**src/rtl/pipeline_ctrl.sv**
```systemverilog
// -----------------------------------------------------------------------------
// pipeline_ctrl
//
// Stall / flush / freeze controller for a five-stage in-order pipeline.
// A small FSM (RUN, MWAIT, HALT) tracks outstanding data-memory accesses.
// It raises a sticky "halted" error when memory fails to answer within
// MEM_TIMEOUT consecutive frozen cycles in MWAIT.
// All pipeline control outputs are combinational from the current state and
// inputs. Only the state, the wait counter and the halted flag are registered.
//
// Parameters
//   MEM_TIMEOUT   frozen MWAIT cycles tolerated before halting (1..255)
//
// Ports
//   clk           pipeline clock, rising edge
//   rst_n         asynchronous active-low reset
//   load_use      load-use stall request from the hazard unit
//   branch_taken  branch resolved taken in EX
//   jump          jump decoded in ID
//   mem_req       MEM stage holds a data-memory access
//   mem_ready     data memory completes the access this cycle
//   pc_we, ifid_we, idex_we, exmem_we        pipeline register write enables
//   ifid_flush, idex_flush, memwb_flush      bubble insertion
//   halted        sticky memory-timeout error
//   state         current FSM state (00 RUN, 01 MWAIT, 10/11 HALT)
//   stall_cnt     (PIPELINE_CTRL_PERF_EN only) load-use or freeze cycles
//   flush_cnt     (PIPELINE_CTRL_PERF_EN only) cycles with ifid_flush=1
//
// Optional feature macro: PIPELINE_CTRL_PERF_EN adds saturating performance
// counters. Without it, the counters and their ports are absent.
// -----------------------------------------------------------------------------
module pipeline_ctrl #(
    parameter int MEM_TIMEOUT = 15
) (
    input  logic        clk,
    input  logic        rst_n,
    input  logic        load_use,
    input  logic        branch_taken,
    input  logic        jump,
    input  logic        mem_req,
    input  logic        mem_ready,
    output logic        pc_we,
    output logic        ifid_we,
    output logic        idex_we,
    output logic        exmem_we,
    output logic        ifid_flush,
    output logic        idex_flush,
    output logic        memwb_flush,
    output logic        halted,
`ifdef PIPELINE_CTRL_PERF_EN
    output logic [15:0] stall_cnt,
    output logic [15:0] flush_cnt,
`endif
    output logic [1:0]  state
);

    typedef enum logic [1:0] {
        ST_RUN      = 2'b00,
        ST_MWAIT    = 2'b01,
        ST_HALT     = 2'b10,
        ST_HALT_ALT = 2'b11
    } state_t;

    // Counter value seen on the last tolerated frozen MWAIT cycle.
    localparam logic [7:0] WAIT_LAST = 8'(MEM_TIMEOUT - 1);

    state_t     state_r;
    state_t     state_next_s;
    logic [7:0] wait_cnt_r;
    logic [7:0] wait_cnt_next_s;
    logic       halted_r;
    logic       halted_next_s;
    logic       halt_s;
    logic       freeze_s;
    logic       stall_s;

    // Encoding 2'b11 is never entered but is decoded as HALT for safety.
    assign halt_s   = (state_r == ST_HALT) || (state_r == ST_HALT_ALT);
    assign freeze_s = !halt_s && mem_req && !mem_ready;
    // Cycle in which the load-use stall actually wins the priority chain.
    assign stall_s  = !halt_s && !freeze_s && !branch_taken && load_use;

    assign state  = state_r;
    assign halted = halted_r;

    // Pipeline control decode: HALT > freeze > branch > load-use > jump > normal.
    always_comb begin
        pc_we       = 1'b1;
        ifid_we     = 1'b1;
        idex_we     = 1'b1;
        exmem_we    = 1'b1;
        ifid_flush  = 1'b0;
        idex_flush  = 1'b0;
        memwb_flush = 1'b0;
        if (halt_s) begin
            pc_we    = 1'b0;
            ifid_we  = 1'b0;
            idex_we  = 1'b0;
            exmem_we = 1'b0;
        end else if (freeze_s) begin
            // Hold everything up to MEM; push a bubble into WB.
            pc_we       = 1'b0;
            ifid_we     = 1'b0;
            idex_we     = 1'b0;
            exmem_we    = 1'b0;
            memwb_flush = 1'b1;
        end else if (branch_taken) begin
            ifid_flush = 1'b1;
            idex_flush = 1'b1;
        end else if (load_use) begin
            // A concurrent jump stays in ID and is seen again next cycle.
            pc_we      = 1'b0;
            ifid_we    = 1'b0;
            idex_flush = 1'b1;
        end else if (jump) begin
            ifid_flush = 1'b1;
        end else begin
            ifid_flush = 1'b0;
        end
    end

    // Next-state, wait-counter and sticky-halt logic.
    always_comb begin
        state_next_s    = state_r;
        wait_cnt_next_s = wait_cnt_r;
        halted_next_s   = halted_r;
        case (state_r)
            ST_RUN: begin
                if (freeze_s) begin
                    state_next_s    = ST_MWAIT;
                    wait_cnt_next_s = 8'd0;
                end else begin
                    state_next_s = ST_RUN;
                end
            end
            ST_MWAIT: begin
                if (freeze_s) begin
                    if (wait_cnt_r == WAIT_LAST) begin
                        state_next_s  = ST_HALT;
                        halted_next_s = 1'b1;
                    end else begin
                        state_next_s = ST_MWAIT;
                    end
                    if (wait_cnt_r != 8'hFF) begin
                        wait_cnt_next_s = wait_cnt_r + 8'd1;
                    end else begin
                        wait_cnt_next_s = 8'hFF;
                    end
                end else begin
                    state_next_s = ST_RUN;
                end
            end
            ST_HALT, ST_HALT_ALT: begin
                state_next_s  = ST_HALT;
                halted_next_s = 1'b1;
            end
            default: begin
                state_next_s  = ST_HALT;
                halted_next_s = 1'b1;
            end
        endcase
    end

    // State, wait counter and halted flag registers.
    always_ff @(posedge clk or negedge rst_n) begin
        if (!rst_n) begin
            state_r    <= ST_RUN;
            wait_cnt_r <= 8'd0;
            halted_r   <= 1'b0;
        end else begin
            state_r    <= state_next_s;
            wait_cnt_r <= wait_cnt_next_s;
            halted_r   <= halted_next_s;
        end
    end

`ifdef PIPELINE_CTRL_PERF_EN
    logic [15:0] stall_cnt_r;
    logic [15:0] flush_cnt_r;

    assign stall_cnt = stall_cnt_r;
    assign flush_cnt = flush_cnt_r;

    // Saturating performance counters.
    always_ff @(posedge clk or negedge rst_n) begin
        if (!rst_n) begin
            stall_cnt_r <= 16'd0;
            flush_cnt_r <= 16'd0;
        end else begin
            if ((stall_s || freeze_s) && (stall_cnt_r != 16'hFFFF)) begin
                stall_cnt_r <= stall_cnt_r + 16'd1;
            end else begin
                stall_cnt_r <= stall_cnt_r;
            end
            if (ifid_flush && (flush_cnt_r != 16'hFFFF)) begin
                flush_cnt_r <= flush_cnt_r + 16'd1;
            end else begin
                flush_cnt_r <= flush_cnt_r;
            end
        end
    end
`else
    logic unused_s;
    assign unused_s = stall_s;
`endif

endmodule

```
**config.mk**
```make
export PLATFORM = sky130hd
export DESIGN_NAME = pipeline_ctrl
export DESIGN_NICKNAME = d
export VERILOG_FILES = /design/src/rtl/pipeline_ctrl.sv
export SDC_FILE = /design/constraint.sdc
export NUM_CORES = 1
export LEC_CHECK = 0
export CAP_MARGIN = 25
export CORE_AREA = 3 3 50 52
export CTS_CLUSTER_SIZE = 10
export DETAILED_ROUTE_END_ITERATION = 8
export DIE_AREA = 0 0 53 55
export PLACE_DENSITY = 0.53
export SLEW_MARGIN = 10
export SYNTH_ARGS = -nofsm -noshare
export SYNTH_HDL_FRONTEND = slang
export SYNTH_SLANG_ARGS = --single-unit
export TNS_END_PERCENT = 1
```
**constraint.sdc**
```tcl
create_clock -name clk -period 1.85 [get_ports clk]
set_input_delay 0.2775 -clock clk [delete_from_list [all_inputs] [get_ports clk]]
set_output_delay 0.2775 -clock clk [all_outputs]
set_load 0.01 [all_outputs]
```
# Yosys cells after proc, flatten, opt, wreduce, memory -nomap -nowiden
# Index checks and enable logic that the tools add are counted.
# totals
ff_bits	11
# classes
addsub	1
eq_ne	8
n_mux	28
n_reduce_logical	11
# ops
operator	count
8-bit 2-to-1 mux	3
1-bit 2-to-1 mux	20
8-bit one-hot mux with 2 select lines	1
8-bit by 1-bit adder with 8-bit output (second input constant)	1
8-bit by 4-bit == test with 1-bit output (second input constant)	1
8-bit != test (second input constant)	1
2-bit != test (second input constant)	3
2-bit one-hot mux with 3 select lines	1
3-bit AND reduction	2
2-bit == test (second input constant)	2
2-bit 2-to-1 mux	2
2-bit nonzero test	2
2-bit by 1-bit == test with 1-bit output (second input constant)	1
1-bit logical AND	2
1-bit zero test	2
2-bit zero test	1
1-bit one-hot mux with 2 select lines	1
2-bit OR reduction	1
1-bit logical OR	1

# Depth between registers and ports, before layout
# Gate-level depths: netlist of the first run.
# logic_depth
ltp_word	7
depth_mapped	6

# Worst setup path before layout of the first run
# No wires, ideal clock.
# synth_path
path_kind	register -> output
from	reg state_r[1] (netlist: state[1])
to	out pc_we
arrival_ps	1194
required_ps	1572
slack_ps	378
path_stages_with_launch	4
path_buffers	1
path_cell_list	dfrtp_1 or2_2 a21oi_1 buf_4
# synth_via
elab_chain_cells	7
elab_cells_between_ends	8
# synth_lines
item	line	source
from (decl)	67	state_t state_r;
from (signal assigned)	171	state_r <= state_next_s;
2-bit == test	78	assign halt_s = (state_r == ST_HALT) || (state_r == ST_HALT_ALT);
1-bit logical OR *	78	
1-bit zero test	n/a	
1-bit logical AND (2 in a row)	79	assign freeze_s = !halt_s && mem_req && !mem_ready;
1-bit 2-to-1 mux	n/a	
1-bit 2-to-1 mux *	n/a	
to (decl)	42	output logic pc_we,
# Mark *: on every way between the ends. The rest lies on a longest branch, timed or not.

# Worst setup path after layout of the first run
# layout_path
from	in mem_req
to	out ifid_we
# layout_via
elab_chain_cells	4
# layout_lines
item	line	source
from (decl)	40	input logic mem_req,
1-bit logical AND (2 in a row)	79	
1-bit 2-to-1 mux	100	end else if (freeze_s) begin
1-bit 2-to-1 mux	95	if (halt_s) begin
to (decl)	43	output logic ifid_we,
# Every way passes these cells.

==> results of run 1 <==
==> flip-flops by register name, summed over array words and instances, names as in the netlist <==
| signal | cells |
|---|---|
| halted | 1 |
| wait_cnt_r | 8 |
| state | 2 |
==> how the worst min path moves through the flow <==
stage / endpoint / slack (ns) / cells past startpoint
floorplan: halted / -0.02 / 0
global placement: halted / 0.47 / 1
detailed placement: halted / 0.45 / 1
CTS: wait_cnt_r[3] / 0.35 / 1
global route: wait_cnt_r[3] / 0.37 / 1
finish: wait_cnt_r[3] / 0.33 / 1
==> cell type report <==
cell class                      count  share of cell area
Multi-Input combinational cell     51               0.398
Sequential cell                    11               0.309
Timing Repair Buffer               19               0.200
Tap cell                           28              0.0394
Clock buffer                        3              0.0253
Inverter                            4              0.0225
Clock inverter                      1             0.00563
==> worst max-delay path: stages <==
cell	delay, ns
clkdlybuf4s50_1	0.40
nor2b_1	0.14
or2_2	0.32
a21oi_2	0.13
clkdlybuf4s15_1	0.26
==> layer usage <==
| layer | up-vias | GRT usage | wire length (um) |
|---|---|---|---|
| li1 | 299 | - | - |
| met1 | 283 | 0.169 | 719 |
| met2 | 12 | 0.196 | 699 |
| met3 | 2 | 0.0590 | 84 |
| met4 | 0 | 0.0426 | 12 |
| met5 | - | 0 | 0 |
==> stage by stage <==
stage / utilization / setup slack [ns]
after global routing: 0.414 / -0.0201
final: 0.414 / 0.0458
after floorplan: - / 0.378
after CTS: 0.413 / -0.189
after global placement: 0.401 / -0.269
after detailed placement: 0.401 / -0.306
==> cell usage in the layout, fill, tap and decap left out, types with 2 or more instances in the layout <==
| master | instances |
|---|---|
| clkbuf_4 | 3 |
| a31oi_1 | 2 |
| nand4_1 | 4 |
| clkdlybuf4s50_1 | 9 |
| and4_1 | 2 |
| a211oi_1 | 2 |
| and3_1 | 2 |
| nor3_1 | 3 |
| dfrtp_1 | 11 |
| buf_4 | 3 |
| inv_1 | 3 |
| nand2_1 | 3 |
| nor2_1 | 5 |
| ha_1 | 2 |
| a21oi_1 | 6 |
| dlygate4sd2_1 | 3 |
==> power by group through the flow <==
stage                     Sequential, uW  Clock (uW)  Combinational [uW]
after global routing                 255         183                93.5
after global placement               259           0                87.8
after CTS                            254         173                83.8
after floorplan                      257           0                47.3
final                                254         163                82.9
after detailed placement             259           0                87.9
==> kinds of logic after synthesis <==
kind of cell | count (synthesis) | synth area share
AOI/OAI and AO/OA | 21 | 0.220
adders and majority gates | 2 | 0.0358
buffers and inverters | 10 | 0.108
DFF | 11 | 0.394
and+or+nand+nor | 28 | 0.242
==> what timing repair did <==
action | 4_1_cts | 5_1_grt
buffers inserted | 0 | 0
resized for setup | 10 | 4
endpoints found under the setup margin | 7 | 4
cloned | 0 | 0
==> metrics.txt, run 1 <==
Worst R2R Path Depth=5; Distinct cells, synth=37; setup_tns=0 ns; Total Routed Length=1520 um; First DRT Iteration DRCs=9; Post-Syn Instances=72; critical path peak fanout=5; Max VDD drop=0.415 mV; Critical Path Start Type=primary input; Worst-Skew Late Latency=around 0.27 ns; Final Slew Violations=0; Hold Path Class=primary input to asynchronous set/reset pin; Slew @ Worst Pin=0.499 ns; Post-Layout Cell Count=117; Routed WL per cell=13.0 um; async set-reset flop share out of synthesis=1.00; Critical R2R Launch=state[1]; number of clock sinks=11; Clock transition at path regs=0.07 ns; CTS H-tree lvls=1; synth cell count leaders=dfrtp_1 (11), a21oi_1 (7), nor2_1 (5), nand4_1 (4); area growth from synthesis to layout=27.4%; Yosys Warn Count=0; sequential share of power=0.508; slew margin rel.=0.667; Setup crit start=mem_req; Clock Skews=0.00665 ns; register bit total from synthesis=11; number of synthesized flops with an enable pin=0; largest area contributor in the netlist=dfrtp_1; RSZ-0062 raised after global routing=true; sequential area share after synthesis=0.394; Cell Pwr Density=562 mW/mm^2; TritonCTS clock tree=done; clock buffer depth=2; Placed Instances=between 100 and 150; GPL Wtd Cong=0.761; syn_area_per_cell=9.70 sq um; Vert. Die Dim=55 um; layout cells sized above 1=0.202; detailed placement HPWL=approximately 1200 um; first-pass GRT wire length=2710 um; CP arrival=1.53 ns; most numerous cell in the Yosys netlist=dfrtp_1; antenna violations before repair=0; Clock Power Share=0.326; R2R Path End=wait_cnt_r[7]; sw frac=0.263; vias=596; Layout fillers=217; Setup CP Type=primary input to primary output; n_diodes=0; FMAX=554 MHz; Syn Nets=around 80; Final #Nets=99; GRT Util Overall=0.132; Sw Pwr=132 uW; total power=around 500 uW; status=complete, no violations; top area cells in the synthesized netlist=dfrtp_1 (39%), a21oi_1 (5.0%), ha_1 (3.6%); grt ovf=0; Placement Cell Area=between 800 and 900 sq um; Final Hold Viols=0; Pre-Repair DR Iteration Count=4; synthesized cell area=698 sq um; DRC errors left=0; worst hold slack=0.335 ns; P_int=approximately 370 uW; cts bufs inserted=3; Worst Path Required=between 1.5 and 2 ns; ys flop type=dfrtp_1; Core Footprint=0.00215 sq mm; I/O pin count=17; Die Wd=about 53 um; Hold Buf Count CTS=0; FF/Latch Area=275 sq um; CP Capture Type=primary output; combinational share of power=0.166; fin area=890 sq um; final number of setup-violating endpoints=0; FP Rows=17; multi-input logic area=354 sq um; IO Port Bufs=16; Initial Util=0.325; largest net degree at the start of global routing=13; vias in the first global route=slightly below 600; DRT antenna net count=0; drt via density=between 5 and 6; Final Cycle Share=0.975; root cell of the clock tree=clkbuf_4; maxcap violations=0; top-area cell type share of the netlist area=0.394; P_leak=0.000408 uW; CP Capture Point=ifid_we; flop2flop setup slack=0.32 ns; full die area=0.00292 sq mm; fin crit period=1.80 ns
Power figures use the tool's default switching activity.
==> run 2: changes to the inputs <==
- CTS_BUF_LIST: default -> sky130_fd_sc_hd__clkbuf_16
==> run 2 against run 1 <==
- sequential power about the same
- core utilization is 2.4 points higher
- clock skew decreased by 0.0026 ns
- cell count unchanged
- routed wire length rose by 2.1%
- cell area rose by 5.9%
- highest routed layer unchanged
- combinational power hardly changed
- non-clock buffer count is the same
==> metrics.txt, run 2 (synthesis results as in run 1) <==
Worst-Skew Late Latency=0.24 ns (was 0.27 ns); CP max stage delay=0.40 ns (about the same); CP arrival=1.53 ns (about the same); layout cells sized above 1=0.202 (unchanged); Placed Instances=113 (unchanged); GPL Wtd Cong=0.761 (unchanged); Hold Path Class=primary input to asynchronous set/reset pin (unchanged); P_leak=0.000431 uW (was 0.000408 uW); Final Slew Violations=0 (unchanged); FF/Latch Area=275 sq um (unchanged); vias in the first global route=577 (was 578); post-CTS setup repair buffer count=0 (unchanged); root cell of the clock tree=clkbuf_16 (was clkbuf_4); Core Footprint=0.00215 sq mm (unchanged); detailed placement HPWL=1170 um (unchanged); CP Capture Type=primary output (unchanged); clock buffer depth=2 (unchanged); Initial Util=0.325 (unchanged); largest net degree at the start of global routing=13 (unchanged); I/O pin count=17 (unchanged); RSZ-0062 raised after global routing=true (unchanged); Final Hold Viols=0 (unchanged); most frequent cells in the layout=dfrtp_1 (11), clkdlybuf4s50_1 (9), a21oi_1 (6) (unchanged); slew margin rel.=0.665 (was 0.667); Worst R2R Path Depth=5 (unchanged); Final #Nets=99 (unchanged); FP Rows=17 (unchanged); register name with the most flops=wait_cnt_r (unchanged); CP max stage cell=clkdlybuf4s50_1 (unchanged); DRT antenna net count=0 (unchanged); drt via density=5.19 (was 5.09); Total Routed Length=1550 um (was 1520 um); final number of setup-violating endpoints=0 (unchanged); full die area=0.00292 sq mm (unchanged); First DRT Iteration DRCs=8 (was 9); DRC errors left=0 (unchanged); cts bufs inserted=3 (unchanged); Max VDD drop=0.556 mV (was 0.415 mV); Routed WL per cell=13.2 um (was 13.0 um); TritonCTS clock tree=done (unchanged); Critical Path Start Type=primary input (unchanged); CTS H-tree lvls=1 (unchanged); antenna violations before repair=0 (unchanged); Slew @ Worst Pin=0.500 ns (was 0.499 ns); Layout fillers=211 (was 217); status=complete, no violations (unchanged); Final Cycle Share=0.975 (unchanged); vias=607 (was 596); area growth from synthesis to layout=34.9% (was 27.4%); n_diodes=0 (unchanged); multi-input logic area=354 sq um (unchanged); Setup crit start=mem_req (unchanged); Post-Layout Cell Count=117 (unchanged); GRT Util Overall=0.130 (was 0.132); commonest non-fill, non-tap cell in the layout=dfrtp_1 (unchanged); FMAX=554 MHz (unchanged); setup_tns=0 ns (unchanged); number of clock sinks=11 (unchanged); Worst Path Required=1.57 ns (about the same); Setup CP Type=primary input to primary output (unchanged); maxcap violations=0 (unchanged); Die Wd=53 um (unchanged); Clock Skews=0.00405 ns (was 0.00665 ns); IO Port Bufs=16 (unchanged); Post-Route Utilization=0.439 (was 0.414); fin crit period=1.80 ns (unchanged); max FFs per register=8 (unchanged); grt ovf=0 (unchanged); Pre-Repair DR Iteration Count=4 (unchanged); Vert. Die Dim=55 um (unchanged); Clock transition at path regs=0.04 ns (was 0.07 ns); critical path peak fanout=5 (unchanged); first-pass GRT wire length=2730 um (was 2710 um); Cell Pwr Density=779 mW/mm^2 (was 562 mW/mm^2); total power=734 uW (was 500 uW); crit-path cells=clkdlybuf4s50_1, nor2b_1, or2_2, a21oi_2, clkdlybuf4s15_1 (unchanged); Critical R2R Launch=state[1] (unchanged)
[run 2: changes by cell type in the layout (fill, tap and decap cells not counted)]
cell | before | now
clkbuf_16 | 0 | 3
clkbuf_4 | 3 | 0
[run 2: worst paths after layout]
path | end | slack [ns]
max in group asynchronous | wait_cnt_r[4] | 1.13
min in group clk | halted | 0.47
setup / recovery | ifid_we | 0.05
hold reg to reg | halted | 0.47
hold / removal | wait_cnt_r[3] | 0.38
setup reg to reg | wait_cnt_r[7] | 0.33
[run 2: through the flow]
step / hold slack, ns / area (sq um) / worst slack [ns]
finish: 0.377 / 942 / 0.0458
global route: 0.433 / 942 / -0.0201
CTS: 0.399 / 940 / -0.180
detailed placement: 0.448 / 861 / -0.306
global placement: 0.469 / 861 / -0.269
floorplan: -0.0181 / 698 / 0.378
[run 2: area by class of cell]
| class | instances | share of cell area |
|---|---|---|
| clock buffer | 3 | 0.0797 |
| multi-input combinational | 51 | 0.376 |
| tap | 28 | 0.0372 |
| inverter | 4 | 0.0212 |
| timing repair buffer | 19 | 0.189 |
| clock inverter | 1 | 0.00531 |
| sequential | 11 | 0.292 |
[run 2: where the power goes]
| group | switching, uW | internal, uW |
|---|---|---|
| combinational | 40.6 | 42.2 |
| clock | 110 | 286 |
| sequential | 7.98 | 247 |
| total | 158 | 576 |
[run 2: timing repair]
| item | in CTS | in global routing |
|---|---|---|
| hold buffers | 0 | 0 |
| setup endpoints to repair | 7 | 4 |
| resized for setup | 10 | 4 |
[run 2: critical path: cells and delay by family]
kind | cells | cell delay (ns)
compound gates | 1 | 0.13
simple gates | 2 | 0.46
buf+inv | 2 | 0.66
[run 2: metal layers]
metal | GRT usage | wire length [um]
met5 | 0 | 0
met4 | 0.0298 | 5
met3 | 0.0590 | 71
met2 | 0.198 | 703
met1 | 0.169 | 767
==> run 3: changes to the inputs <==
- CORE_AREA: 3 3 50 52 -> 2 2 49 51
- DIE_AREA: 0 0 53 55 -> 0 0 51 53
==> run 3 against run 2 <==
- clock skew shrank 0.00089 ns
- power shrank 0.69%
- core utilization grew 0.35 points
- sequential share of layout area shrank 0.23 points
- die area shrank 7.3%
- cell count grew 2.6%
- non-clock buffer count grew 3
- critical path type unchanged
- highest routed layer unchanged
==> metrics.txt, run 3 (synthesis results as in run 1) <==
status=complete, no violations (unchanged); worst hold slack=0.390 ns (was 0.377 ns); commonest non-fill, non-tap cell in the layout=dfrtp_1 (unchanged); Final #Nets=102 (was 99); Vert. Die Dim=53 um (was 55 um); Worst-Skew Late Latency=0.24 ns (about the same); critical path peak fanout=5 (unchanged); CP arrival=1.54 ns (was 1.53 ns); IO Port Bufs=16 (unchanged); fin crit period=1.82 ns (was 1.80 ns); CP top delay family=buffers and inverters (unchanged); final worst setup slack=0.0305 ns (was 0.0458 ns); Total Routed Length=1620 um (was 1550 um); Post-Route Utilization=0.442 (was 0.439); full die area=0.00270 sq mm (was 0.00292 sq mm); CP Capture Type=primary output (unchanged); grt ovf=0 (unchanged); WP depth=5 (unchanged); Critical Path Start Type=primary input (unchanged); n_diodes=0 (unchanged); slew margin rel.=0.649 (was 0.665); Hold Buf Count CTS=0 (unchanged); P_leak=0.000436 uW (was 0.000431 uW); Placed Instances=116 (was 113); root cell of the clock tree=clkbuf_16 (unchanged); GRT Util Overall=0.142 (was 0.130); DRC errors left=0 (unchanged); Pre-Repair DR Iteration Count=4 (unchanged); Final Cycle Share=0.984 (was 0.975); Max VDD drop=0.398 mV (was 0.556 mV); max FFs per register=8 (unchanged); vias=615 (was 607); number of clock sinks=11 (unchanged); CP max stage delay=0.42 ns (was 0.40 ns); drt via density=5.13 (was 5.19); final number of setup-violating endpoints=0 (unchanged); cts bufs inserted=3 (unchanged); CTS H-tree lvls=1 (unchanged); Worst R2R Path Depth=5 (unchanged); layout cells sized above 1=0.228 (was 0.202); Clock Skews=0.00315 ns (was 0.00405 ns); RSZ-0062 raised after global routing=true (unchanged); Die Wd=51 um (was 53 um); first-pass GRT wire length=2820 um (was 2730 um); antenna violations before repair=0 (unchanged); First DRT Iteration DRCs=10 (was 8); vias in the first global route=589 (was 577); TritonCTS clock tree=done (unchanged); Routed WL per cell=13.5 um (was 13.2 um); crit-path cells=clkdlybuf4s50_1, nor2b_1, or2_2, a21oi_1, clkdlybuf4s15_1 (was clkdlybuf4s50_1, nor2b_1, or2_2, a21oi_2, clkdlybuf4s15_1); FMAX=550 MHz (was 554 MHz); Worst Path Required=1.57 ns (about the same); Final Hold Viols=0 (unchanged); post-CTS setup repair buffer count=0 (unchanged); Cell Pwr Density=768 mW/mm^2 (was 779 mW/mm^2); DRT antenna net count=0 (unchanged); area growth from synthesis to layout=36.0% (was 34.9%); total power=729 uW (was 734 uW); Hold Path Class=primary input to asynchronous set/reset pin (unchanged); register name with the most flops=wait_cnt_r (unchanged); Place WS=-0.328 ns (was -0.306 ns); Setup CP Type=primary input to primary output (unchanged); GPL Wtd Cong=0.738 (was 0.761); Slew @ Worst Pin=0.525 ns (was 0.500 ns); Clock transition at path regs=0.04 ns (about the same); maxcap violations=0 (unchanged); buffer and inverter count on the worst path=2 (unchanged); clock buffer depth=2 (unchanged); Final Slew Violations=0 (unchanged); Initial Util=0.325 (unchanged); largest net degree at the start of global routing=13 (unchanged); most frequent cells in the layout=dfrtp_1 (11), clkdlybuf4s50_1 (9), a21oi_1 (6), buf_4 (6), nor2_1 (5) (was dfrtp_1 (11), clkdlybuf4s50_1 (9), a21oi_1 (6)); Core Footprint=0.00215 sq mm (unchanged); CP max stage cell=clkdlybuf4s50_1 (unchanged); Post-Layout Cell Count=120 (was 117); detailed placement HPWL=1220 um (was 1170 um); FP Rows=17 (unchanged); I/O pin count=17 (unchanged)
-- run 3: cell type report --
type	count	area, sq um
Timing Repair Buffer	22	186
Tap cell	28	35.0
Inverter	4	20.0
Clock inverter	1	3.75
Sequential cell	11	275
Multi-Input combinational cell	51	354
Fill cell	214	1200
Clock buffer	3	75.1
-- run 3: final timing paths --
kind | from | endpoint | slack, ns
hold reg to reg | halted | halted | 0.47
setup / recovery | mem_req | ifid_flush | 0.03
max in group asynchronous | rst_n | halted | 1.11
hold / removal | rst_n | wait_cnt_r[5] | 0.39
setup reg to reg | state[1] | wait_cnt_r[7] | 0.37
min in group clk | halted | halted | 0.47
-- run 3: repair_timing --
item | CTS | global route
gates cloned | 0 | 0
setup endpoints to repair | 7 | 4
gates resized for setup | 8 | 8
-- run 3: power breakdown --
group	switching (uW)	leakage [uW]	internal [uW]	total (uW)
registers	7.71	0.000152	248	255
clock network	105	0.0000423	284	389
logic	42.4	0.000242	42.7	85.1
-- run 3: layer usage --
metal  GRT usage  wire, um
met1       0.190       759
met2       0.221       770
met3      0.0254        65
met4      0.0676        21
met5           0         0
-- run 3: per-stage QoR --
stage	TNS [ns]	instance area [sq um]
finish	0	950
global route	-0.0338	950
CTS	-0.0932	956
detailed placement	-1.75	883
global placement	-1.59	883
floorplan	0	698
